===== src/rtl/addsub_seq_if.sv =====
// Operand/result handshake bundle for addsub_seq.
// The producer/consumer side uses master; the unit uses slave.
interface addsub_seq_if #(
  parameter int unsigned WIDTH = 16
);
  logic             in_valid;
  logic             in_ready;
  logic [WIDTH-1:0] a;
  logic [WIDTH-1:0] b;
  logic             sub;
  logic             out_valid;
  logic             out_ready;
  logic [WIDTH-1:0] sum;
  logic             cout;
  logic             ovf;
  logic             zero;
  logic             neg;

  modport master (
    output in_valid, a, b, sub, out_ready,
    input  in_ready, out_valid, sum, cout, ovf, zero, neg
  );

  modport slave (
    input  in_valid, a, b, sub, out_ready,
    output in_ready, out_valid, sum, cout, ovf, zero, neg
  );
endinterface


===== src/rtl/addsub_seq.sv =====
// Multi-cycle add/subtract unit: sums CHUNK bits per clock through a narrow ripple slice,
// with valid/ready handshakes on both sides and ALU status flags on the result.
module addsub_seq #(
  parameter int unsigned WIDTH = 16,
  parameter int unsigned CHUNK = 4
) (
  input  logic        clk,
  input  logic        rst_n,
  addsub_seq_if.slave bus
);
  localparam int unsigned NCHUNK = WIDTH / CHUNK;
  localparam int unsigned IDXW   = (NCHUNK > 1) ? $clog2(NCHUNK) : 1;
  localparam int unsigned SLW    = CHUNK + 1;

  generate
    if (WIDTH < 2 || (WIDTH % CHUNK) != 0) begin : g_param_err
      $error("addsub_seq: WIDTH must be >= 2 and a multiple of CHUNK");
    end
  endgenerate

  typedef enum logic [1:0] {IDLE, BUSY, DONE} state_t;

  state_t state_q, state_d;

  logic in_ready_c, accept_c, step_c, load_c, last_c;

  logic [WIDTH-1:0] op_a_q, op_b_q, acc_q, acc_d;
  logic             carry_q, a_msb_q, b_msb_q;
  logic [IDXW-1:0]  idx_q;
  logic [CHUNK:0]   slice_c;
  logic [WIDTH-1:0] op_b_in_c;

  logic             out_valid_q;
  logic [WIDTH-1:0] sum_q;
  logic             cout_q, ovf_q, zero_q, neg_q;

  // State register
  always_ff @(posedge clk or negedge rst_n) begin
    if (!rst_n) state_q <= IDLE;
    else        state_q <= state_d;
  end

  // Next-state logic
  always_comb begin
    state_d = state_q;
    case (state_q)
      IDLE:    if (bus.in_valid) state_d = BUSY;
      BUSY:    if (last_c)       state_d = DONE;
      DONE:    if (bus.out_ready) state_d = IDLE;
      default: state_d = IDLE;
    endcase
  end

  // Control strobes decoded from the current state
  always_comb begin
    in_ready_c = 1'b0;
    step_c     = 1'b0;
    accept_c   = 1'b0;
    load_c     = 1'b0;
    case (state_q)
      IDLE: begin
        in_ready_c = 1'b1;
        accept_c   = bus.in_valid;
      end
      BUSY: begin
        step_c = 1'b1;
        load_c = last_c;
      end
      default: ;
    endcase
  end

  // Ripple slice over the low chunk; operands shift down so the active chunk is always at bit 0
  assign last_c    = (idx_q == IDXW'(NCHUNK - 1));
  assign slice_c   = {1'b0, op_a_q[CHUNK-1:0]} + {1'b0, op_b_q[CHUNK-1:0]} + SLW'(carry_q);
  assign acc_d     = WIDTH'({slice_c[CHUNK-1:0], acc_q} >> CHUNK);
  assign op_b_in_c = bus.sub ? ~bus.b : bus.b;

  always_ff @(posedge clk or negedge rst_n) begin
    if (!rst_n) begin
      op_a_q  <= '0;
      op_b_q  <= '0;
      acc_q   <= '0;
      carry_q <= 1'b0;
      a_msb_q <= 1'b0;
      b_msb_q <= 1'b0;
      idx_q   <= '0;
    end else if (accept_c) begin
      op_a_q  <= bus.a;
      op_b_q  <= op_b_in_c;
      carry_q <= bus.sub;
      a_msb_q <= bus.a[WIDTH-1];
      b_msb_q <= op_b_in_c[WIDTH-1];
      idx_q   <= '0;
    end else if (step_c) begin
      op_a_q  <= op_a_q >> CHUNK;
      op_b_q  <= op_b_q >> CHUNK;
      acc_q   <= acc_d;
      carry_q <= slice_c[CHUNK];
      idx_q   <= idx_q + IDXW'(1);
    end
  end

  // Result and flags load only on DONE entry and hold otherwise
  always_ff @(posedge clk or negedge rst_n) begin
    if (!rst_n) begin
      out_valid_q <= 1'b0;
      sum_q       <= '0;
      cout_q      <= 1'b0;
      ovf_q       <= 1'b0;
      zero_q      <= 1'b0;
      neg_q       <= 1'b0;
    end else begin
      out_valid_q <= (state_d == DONE);
      if (load_c) begin
        sum_q  <= acc_d;
        cout_q <= slice_c[CHUNK];
        ovf_q  <= (a_msb_q == b_msb_q) & (acc_d[WIDTH-1] != a_msb_q);
        zero_q <= ~|acc_d;
        neg_q  <= acc_d[WIDTH-1];
      end
    end
  end

  assign bus.in_ready  = in_ready_c;
  assign bus.out_valid = out_valid_q;
  assign bus.sum       = sum_q;
  assign bus.cout      = cout_q;
  assign bus.ovf       = ovf_q;
  assign bus.zero      = zero_q;
  assign bus.neg       = neg_q;
endmodule


===== src/flat_wrapper.sv =====
// flat-port wrapper written by rule: the top's interface ports become plain ports
module addsub_seq_flat 
#(
  parameter int unsigned WIDTH = 16,
  parameter int unsigned CHUNK = 4
)
  (clk, rst_n, bus_in_valid, bus_a, bus_b, bus_sub, bus_out_ready, bus_in_ready, bus_out_valid, bus_sum, bus_cout, bus_ovf, bus_zero, bus_neg);
  addsub_seq_if #(.WIDTH(WIDTH)) bus_i ();
  input  logic clk;
  input  logic rst_n;
  input wire logic [$bits(bus_i.in_valid)-1:0] bus_in_valid;
  input wire logic [$bits(bus_i.a)-1:0] bus_a;
  input wire logic [$bits(bus_i.b)-1:0] bus_b;
  input wire logic [$bits(bus_i.sub)-1:0] bus_sub;
  input wire logic [$bits(bus_i.out_ready)-1:0] bus_out_ready;
  output wire logic [$bits(bus_i.in_ready)-1:0] bus_in_ready;
  output wire logic [$bits(bus_i.out_valid)-1:0] bus_out_valid;
  output wire logic [$bits(bus_i.sum)-1:0] bus_sum;
  output wire logic [$bits(bus_i.cout)-1:0] bus_cout;
  output wire logic [$bits(bus_i.ovf)-1:0] bus_ovf;
  output wire logic [$bits(bus_i.zero)-1:0] bus_zero;
  output wire logic [$bits(bus_i.neg)-1:0] bus_neg;
  assign bus_i.in_valid = bus_in_valid;
  assign bus_i.a = bus_a;
  assign bus_i.b = bus_b;
  assign bus_i.sub = bus_sub;
  assign bus_i.out_ready = bus_out_ready;
  assign bus_in_ready = bus_i.in_ready;
  assign bus_out_valid = bus_i.out_valid;
  assign bus_sum = bus_i.sum;
  assign bus_cout = bus_i.cout;
  assign bus_ovf = bus_i.ovf;
  assign bus_zero = bus_i.zero;
  assign bus_neg = bus_i.neg;
  addsub_seq #(.WIDTH(WIDTH), .CHUNK(CHUNK)) u_core (.clk(clk), .rst_n(rst_n), .bus(bus_i));
endmodule

===== config.mk =====
export PLATFORM = sky130hd
export DESIGN_NAME = addsub_seq_flat
export DESIGN_NICKNAME = d
export VERILOG_FILES = /design/src/rtl/addsub_seq_if.sv /design/src/rtl/addsub_seq.sv /design/src/flat_wrapper.sv
export SDC_FILE = /design/constraint.sdc
export NUM_CORES = 1
export LEC_CHECK = 0
export CELL_PAD_IN_SITES_DETAIL_PLACEMENT = 0
export CELL_PAD_IN_SITES_GLOBAL_PLACEMENT = 1
export CORE_MARGIN = 1
export CORE_UTILIZATION = 40
export CTS_CLUSTER_DIAMETER = 200
export DETAILED_ROUTE_END_ITERATION = 10
export DONT_BUFFER_PORTS = 1
export GPL_ROUTABILITY_DRIVEN = 1
export PLACE_DENSITY = 0.76
export SLEW_MARGIN = 20
export SYNTH_ARGS = -nofsm -noshare
export SYNTH_HDL_FRONTEND = slang
export SYNTH_SLANG_ARGS = --single-unit

===== constraint.sdc =====
create_clock -name clk -period 5.75 [get_ports clk]
set_input_delay 0.8625 -clock clk [delete_from_list [all_inputs] [get_ports clk]]
set_output_delay 0.8625 -clock clk [all_outputs]
set_load 0.02 [all_outputs]

==> impl_metrics.ini, run 1 <==
[sta]
setup_viol = 0
hold_violations = 0
slew_headroom_pct = 42.0
slew_violations = 0
clock_skew_ps = 8.47
fmax_mhz = 479
period_minus_slack_ps = 2090
period_share_pct = 36.3
finalWorstSetupSlack_ps = 3660
finalHoldWorstSlack_ps = 213
fin_setup_tns_ps = 0
rsz0062_at_grt = no
worst_slew_pin_slew_ps = 871

[global_routing]
grt_max_degree = 72
antenna_found_initial = 0
grt_overflow = 0
grt_pass1_vias = 2028
grt_pass1_wl_um = 10400
grtUsageTotal_pct = 16.5

[setup_path]
arrival_ps = 2340
worstSetupPathType = flop to flop
cp_data_required_time_ps = 6000
worstPathMaxFanout = 3
start_kind = flop
end_kind = flop
ff2ff_path_depth = 7
regToRegEndpoint = u_core.bus.zero
rrSetupSlack_ps = 3660
startpoint = u_core.carry_q
cp-endpoint = u_core.bus.zero
reg2reg_from = u_core.carry_q

[drt]
drt_wl_total_um = 6080
drtIter0Drc = 85
antenna_left = 0
vias_per_cell = 5.07
wire_per_inst_um = 15.5
drc = 0
dr.pass1.iters = 4
vias = 1989

[placed_design]
place_area_um2 = 3180
place_congestion = 0.722
dpl.hpwl_um = 3960
pre_cts_ws_ps = 3680
port-buffer-count = 0
dp_cells = 376

[synthesis]
yosys_warnings = 0
syn_nets = 335
synthCells = 292
synth-seq-cells = 71
synth-async-reset-ratio_pct = 100
synth_edf_count = 0
ys_seq_area_share_pct = 56.2
synth_flop_cell = dfrtp_1
yosysUniqueCellTypes = 37
syn_area_um2 = 3160
avgSynthCellArea_um2 = 10.8

[clock_network]
hold_buffers = 0
clk_path_buf_depth = 2
post_cts_buffers = 0
cts_tree = done
numCtsBuffers = 9
insertion_delay_ps = 340
ctsResizeCount = 0
htree_levels = 3
cts-root-buf = clkbuf_8
path_clk_slew_ps = 80
cts.sinks = 71

[floorplan]
dieArea_um2 = 8260
die_w_um = 90.9
dieHeight_um = 90.9
ios = 59
rows = 32
core-area_um2 = 7690
initial_core_util_pct = 41.1

[layout]
diodes = 0
design_area_um2 = 3400
final_cells = 392
nFillCells = 753
multi_input_area_um2 = 1240
final_util_pct = 44.2
syn2layout_area_growth_pct = 7.44
seqCellArea_um2 = 1780
fin_nets = 328
drive_gt1_share_pct = 12.4

[power_and_ir_drop]
p_leak_nw = 1.59
power_mw = 2.15
pwr_density_cell_nw_per_um2 = 634
irDropWorstVdd_uv = 232

[job]
max_cap_viol_count = 0

[run_status]
outcome = finished, final reports clean

[hold_path]
worstHoldPathType = input port to async pin
[worst max-delay path: stages, from the launching register on]
cell,delay [ps]
dfrtp_1,360
inv_1,60
fa_1,450
inv_1,90
fa_1,440
nor4_1,280
nand4_1,130
o31ai_1,200
[routing by layer]
| metal | track usage [%] | part of all wire (%) |
|---|---|---|
| met1 | 21.8 | 48 |
| met2 | 24.2 | 45 |
| met3 | 6.73 | 6.3 |
| met4 | 6.08 | 1.0 |
| met5 | 0 | 0 |
[cells by family (layout without fill, tap and decap cells)]
| kind of cell | after synthesis | count (layout) | synth area share [%] |
|---|---|---|---|
| AO/OA/AOI/OAI | 52 | 52 | 11.7 |
| XOR/XNOR | 19 | 19 | 5.26 |
| adder cells (fa/ha/maj) | 6 | 6 | 2.85 |
| buffers and inverters | 24 | 22 | 4.59 |
| flip-flops | 71 | 71 | 56.2 |
| multiplexers | 14 | 14 | 4.95 |
| AND/OR/NAND/NOR | 106 | 106 | 14.4 |
[worst min-delay path by stage]
stage                                   end  slack, ps  cells after the start
final                     u_core.bus.sum[4]        210                      0
after global routing      u_core.bus.sum[4]        170                      0
after floorplan           u_core.op_a_q[10]        450                      2
after CTS                 u_core.op_b_q[15]        180                      0
after detailed placement   u_core.op_a_q[9]        460                      2
after global placement     u_core.op_a_q[8]        460                      2
[state kept, by name, indices dropped and copies added, names as in the netlist, 2 cells and up]
| signal | count |
|---|---|
| u_core.acc_q | 12 |
| u_core.bus.sum | 16 |
| u_core.idx_q | 2 |
| u_core.op_a_q | 16 |
| u_core.op_b_q | 16 |
| u_core.state_q | 2 |
[cells in the final DEF, fill, tap and decap left out, types with 3 or more instances in the layout]
cell,Yosys,layout
clkbuf_8,0,10
clkinv_2,0,3
ha_1,4,4
dfrtp_1,71,71
a22oi_1,12,12
xnor2_1,17,17
inv_1,5,5
a221o_1,13,13
nand3_1,4,4
o21ai_0,20,20
nor2_1,14,14
nand2_1,75,75
mux2_2,13,13
[cell type report]
| cell class | count | area share [%] |
|---|---|---|
| flip-flops and latches | 71 | 52.3 |
| multi-input cells | 197 | 36.6 |
| well taps | 102 | 3.76 |
| repair buffers | 1 | 0.221 |
| inverters | 5 | 0.552 |
| clock inverters | 6 | 2.47 |
| clock buffers | 10 | 4.05 |
[Yosys cell counts (2+ instances only)]
cell	count	share of area, %
mux2_2	13	4.6
xnor2_1	17	4.7
nor4_1	2	0.40
buf_6	3	1.1
clkbuf_1	4	0.47
dfrtp_1	71	56
nor2_1	14	1.7
o21ai_0	20	3.2
a221o_1	13	4.1
a22oi_1	12	2.8
xor2_1	2	0.55
a21oi_1	2	0.32
buf_2	8	1.3
nand3_1	4	0.63
buf_4	3	0.71
ha_1	4	1.6
inv_1	5	0.59
nand2_1	75	8.9
fa_1	2	1.3
[power by group]
group / internal (mW) / switching, mW
sequential: 0.731 / 0.243
combinational: 0.313 / 0.430
clock: 0.254 / 0.183
Note: power is estimated with default switching activity, not from simulation.
==> inputs of run 2 (changes only) <==
--- a/config.mk
+++ b/config.mk
@@ -13,7 +13,7 @@
 export DETAILED_ROUTE_END_ITERATION = 10
 export DONT_BUFFER_PORTS = 1
 export GPL_ROUTABILITY_DRIVEN = 1
-export PLACE_DENSITY = 0.76
+export PLACE_DENSITY = 0.79
 export SLEW_MARGIN = 20
 export SYNTH_ARGS = -nofsm -noshare
 export SYNTH_HDL_FRONTEND = slang
==> constraint.sdc (replaced) <==
create_clock -name clk -period 1.8 [get_ports clk]
set_input_delay 0.27 -clock clk [delete_from_list [all_inputs] [get_ports clk]]
set_output_delay 0.27 -clock clk [all_outputs]
set_load 0.02 [all_outputs]
==> impl_metrics.ini, run 2 (same netlist as run 1, synthesis figures left out) <==
[sta]
slew_headroom_pct = 72.4
finalHoldWorstSlack_ps = -380
fmax_mhz = 533
clock_skew_ps = 9.30
hold_violations = 71
period_minus_slack_ps = 1870
slew_violations = 0
setup_viol = 2
finalWorstSetupSlack_ps = -74.7
period_share_pct = 104
rsz0062_at_grt = yes
worst_slew_pin_slew_ps = 413

[layout]
drive_gt1_share_pct = 18.9
diodes = 0
syn2layout_area_growth_pct = 12.2
final_cell_mix = 74 x nand2_1, 71 x dfrtp_1, 19 x o21ai_0, 16 x xnor2_1, 14 x nor2_1
fin_nets = 340
layout_commonest_cell = nand2_1

[drt]
wire_per_inst_um = 15.3
antenna_left = 0
vias_per_cell = 5.06
drtIter0Drc = 78
drc = 0
drt_wl_total_um = 6200
dr.pass1.iters = 4
vias = 2046

[hold_path]
worstHoldPathType = input port to async pin

[run_status]
outcome = finished with violations
violations = negative hold slack, negative setup slack

[setup_path]
regToRegEndpoint = u_core.bus.zero
reg2reg_from = u_core.op_a_q[0]
end_kind = flop
start_kind = flop
arrival_ps = 2120
cp_data_required_time_ps = 2050
worstPathMaxFanout = 2
ff2ff_path_depth = 7
rrSetupSlack_ps = -70
worstSetupPathType = flop to flop

[clock_network]
numCtsBuffers = 9
cts-root-buf = clkbuf_8
htree_levels = 3
cts_tree = done
path_clk_slew_ps = 80
clk_path_buf_depth = 2
insertion_delay_ps = 340
cts.sinks = 71

[power_and_ir_drop]
pwr_density_cell_nw_per_um2 = 2080
irDropWorstVdd_uv = 740
power_mw = 7.38
p_leak_nw = 1.65

[global_routing]
grt_pass1_vias = 2105
grt_max_degree = 72
grt_pass1_wl_um = 10500
grt_overflow = 0
grtUsageTotal_pct = 16.3
antenna_found_initial = 0

[floorplan]
initial_core_util_pct = 41.1
dieArea_um2 = 8260
ios = 59
die_w_um = 90.9
core-area_um2 = 7690
dieHeight_um = 90.9
rows = 32

[placed_design]
place_congestion = 0.737
pre_cts_ws_ps = -95.9
port-buffer-count = 0
dpl.hpwl_um = 4070

[job]
max_cap_viol_count = 0
==> run 2: cell types whose count changed in the layout (fill, tap and decap cells not counted), moves of 2 or more <==
cell and delta:
buf_4 +11, inv_1 -2, inv_2 +2, inv_6 +2
==> run 2: metrics by stage <==
step           instance area [um2]  instances  utilization, %  setup TNS [ps]  hold slack, ps
2_1_floorplan                 3160        292               -          -0.336           -25.6
5_1_grt                       3550        404            46.1            -427            -409
3_3_place_gp                  3260        385            42.4           -44.5           -23.4
4_1_cts                       3490        402            45.4            -123            -401
6_report                      3550        404            46.1            -107            -380
3_5_place_dp                  3260        385            42.4           -95.9           -22.7
==> run 2: worst max-delay path by stage <==
stage                           startpoint               to
final                     u_core.op_a_q[0]  u_core.bus.zero
after global placement    u_core.op_a_q[0]  u_core.bus.zero
after floorplan           u_core.op_a_q[0]  u_core.bus.zero
after global routing      u_core.op_a_q[0]  u_core.bus.zero
after CTS                 u_core.op_a_q[0]  u_core.bus.zero
after detailed placement  u_core.op_a_q[0]  u_core.bus.zero
==> run 2: layer usage <==
metal	global-route usage, %	share of wire [%]	vias up
met5	0	0	-
met4	5.95	1.3	0
met3	5.56	6.8	9
met2	25.6	47	53
met1	20.8	45	983
li1	-	-	1001
==> run 2: timing repair <==
item | CTS | global route
pin swaps | 0 | 3
resized for setup | 2 | 8
setup buffers | 1 | 2
setup endpoints to repair | 3 | 6
endpoints found under the hold margin | 71 | 71
==> run 2: layout make-up <==
cell class,count,area (um2)
tap,102,128
inverter,5,18.8
fill,738,4140
clock buffer,9,124
clock inverter,7,95.1
timing repair buffer,13,110
multi-input combinational,197,1290
sequential,71,1780
==> run 2: worst max-delay path, cell delays in order, from the launching register on <==
cell	delay (ps)
dfrtp_1	360
inv_2	50
fa_2	390
inv_2	70
fa_1	440
nor4_2	140
nand4_1	130
o31ai_1	200
==> run 2: report_power, final <==
| part | internal (mW) | switching [mW] |
|---|---|---|
| Clock | 0.785 | 0.620 |
| Sequential | 2.33 | 0.797 |
| Combinational | 1.35 | 1.49 |
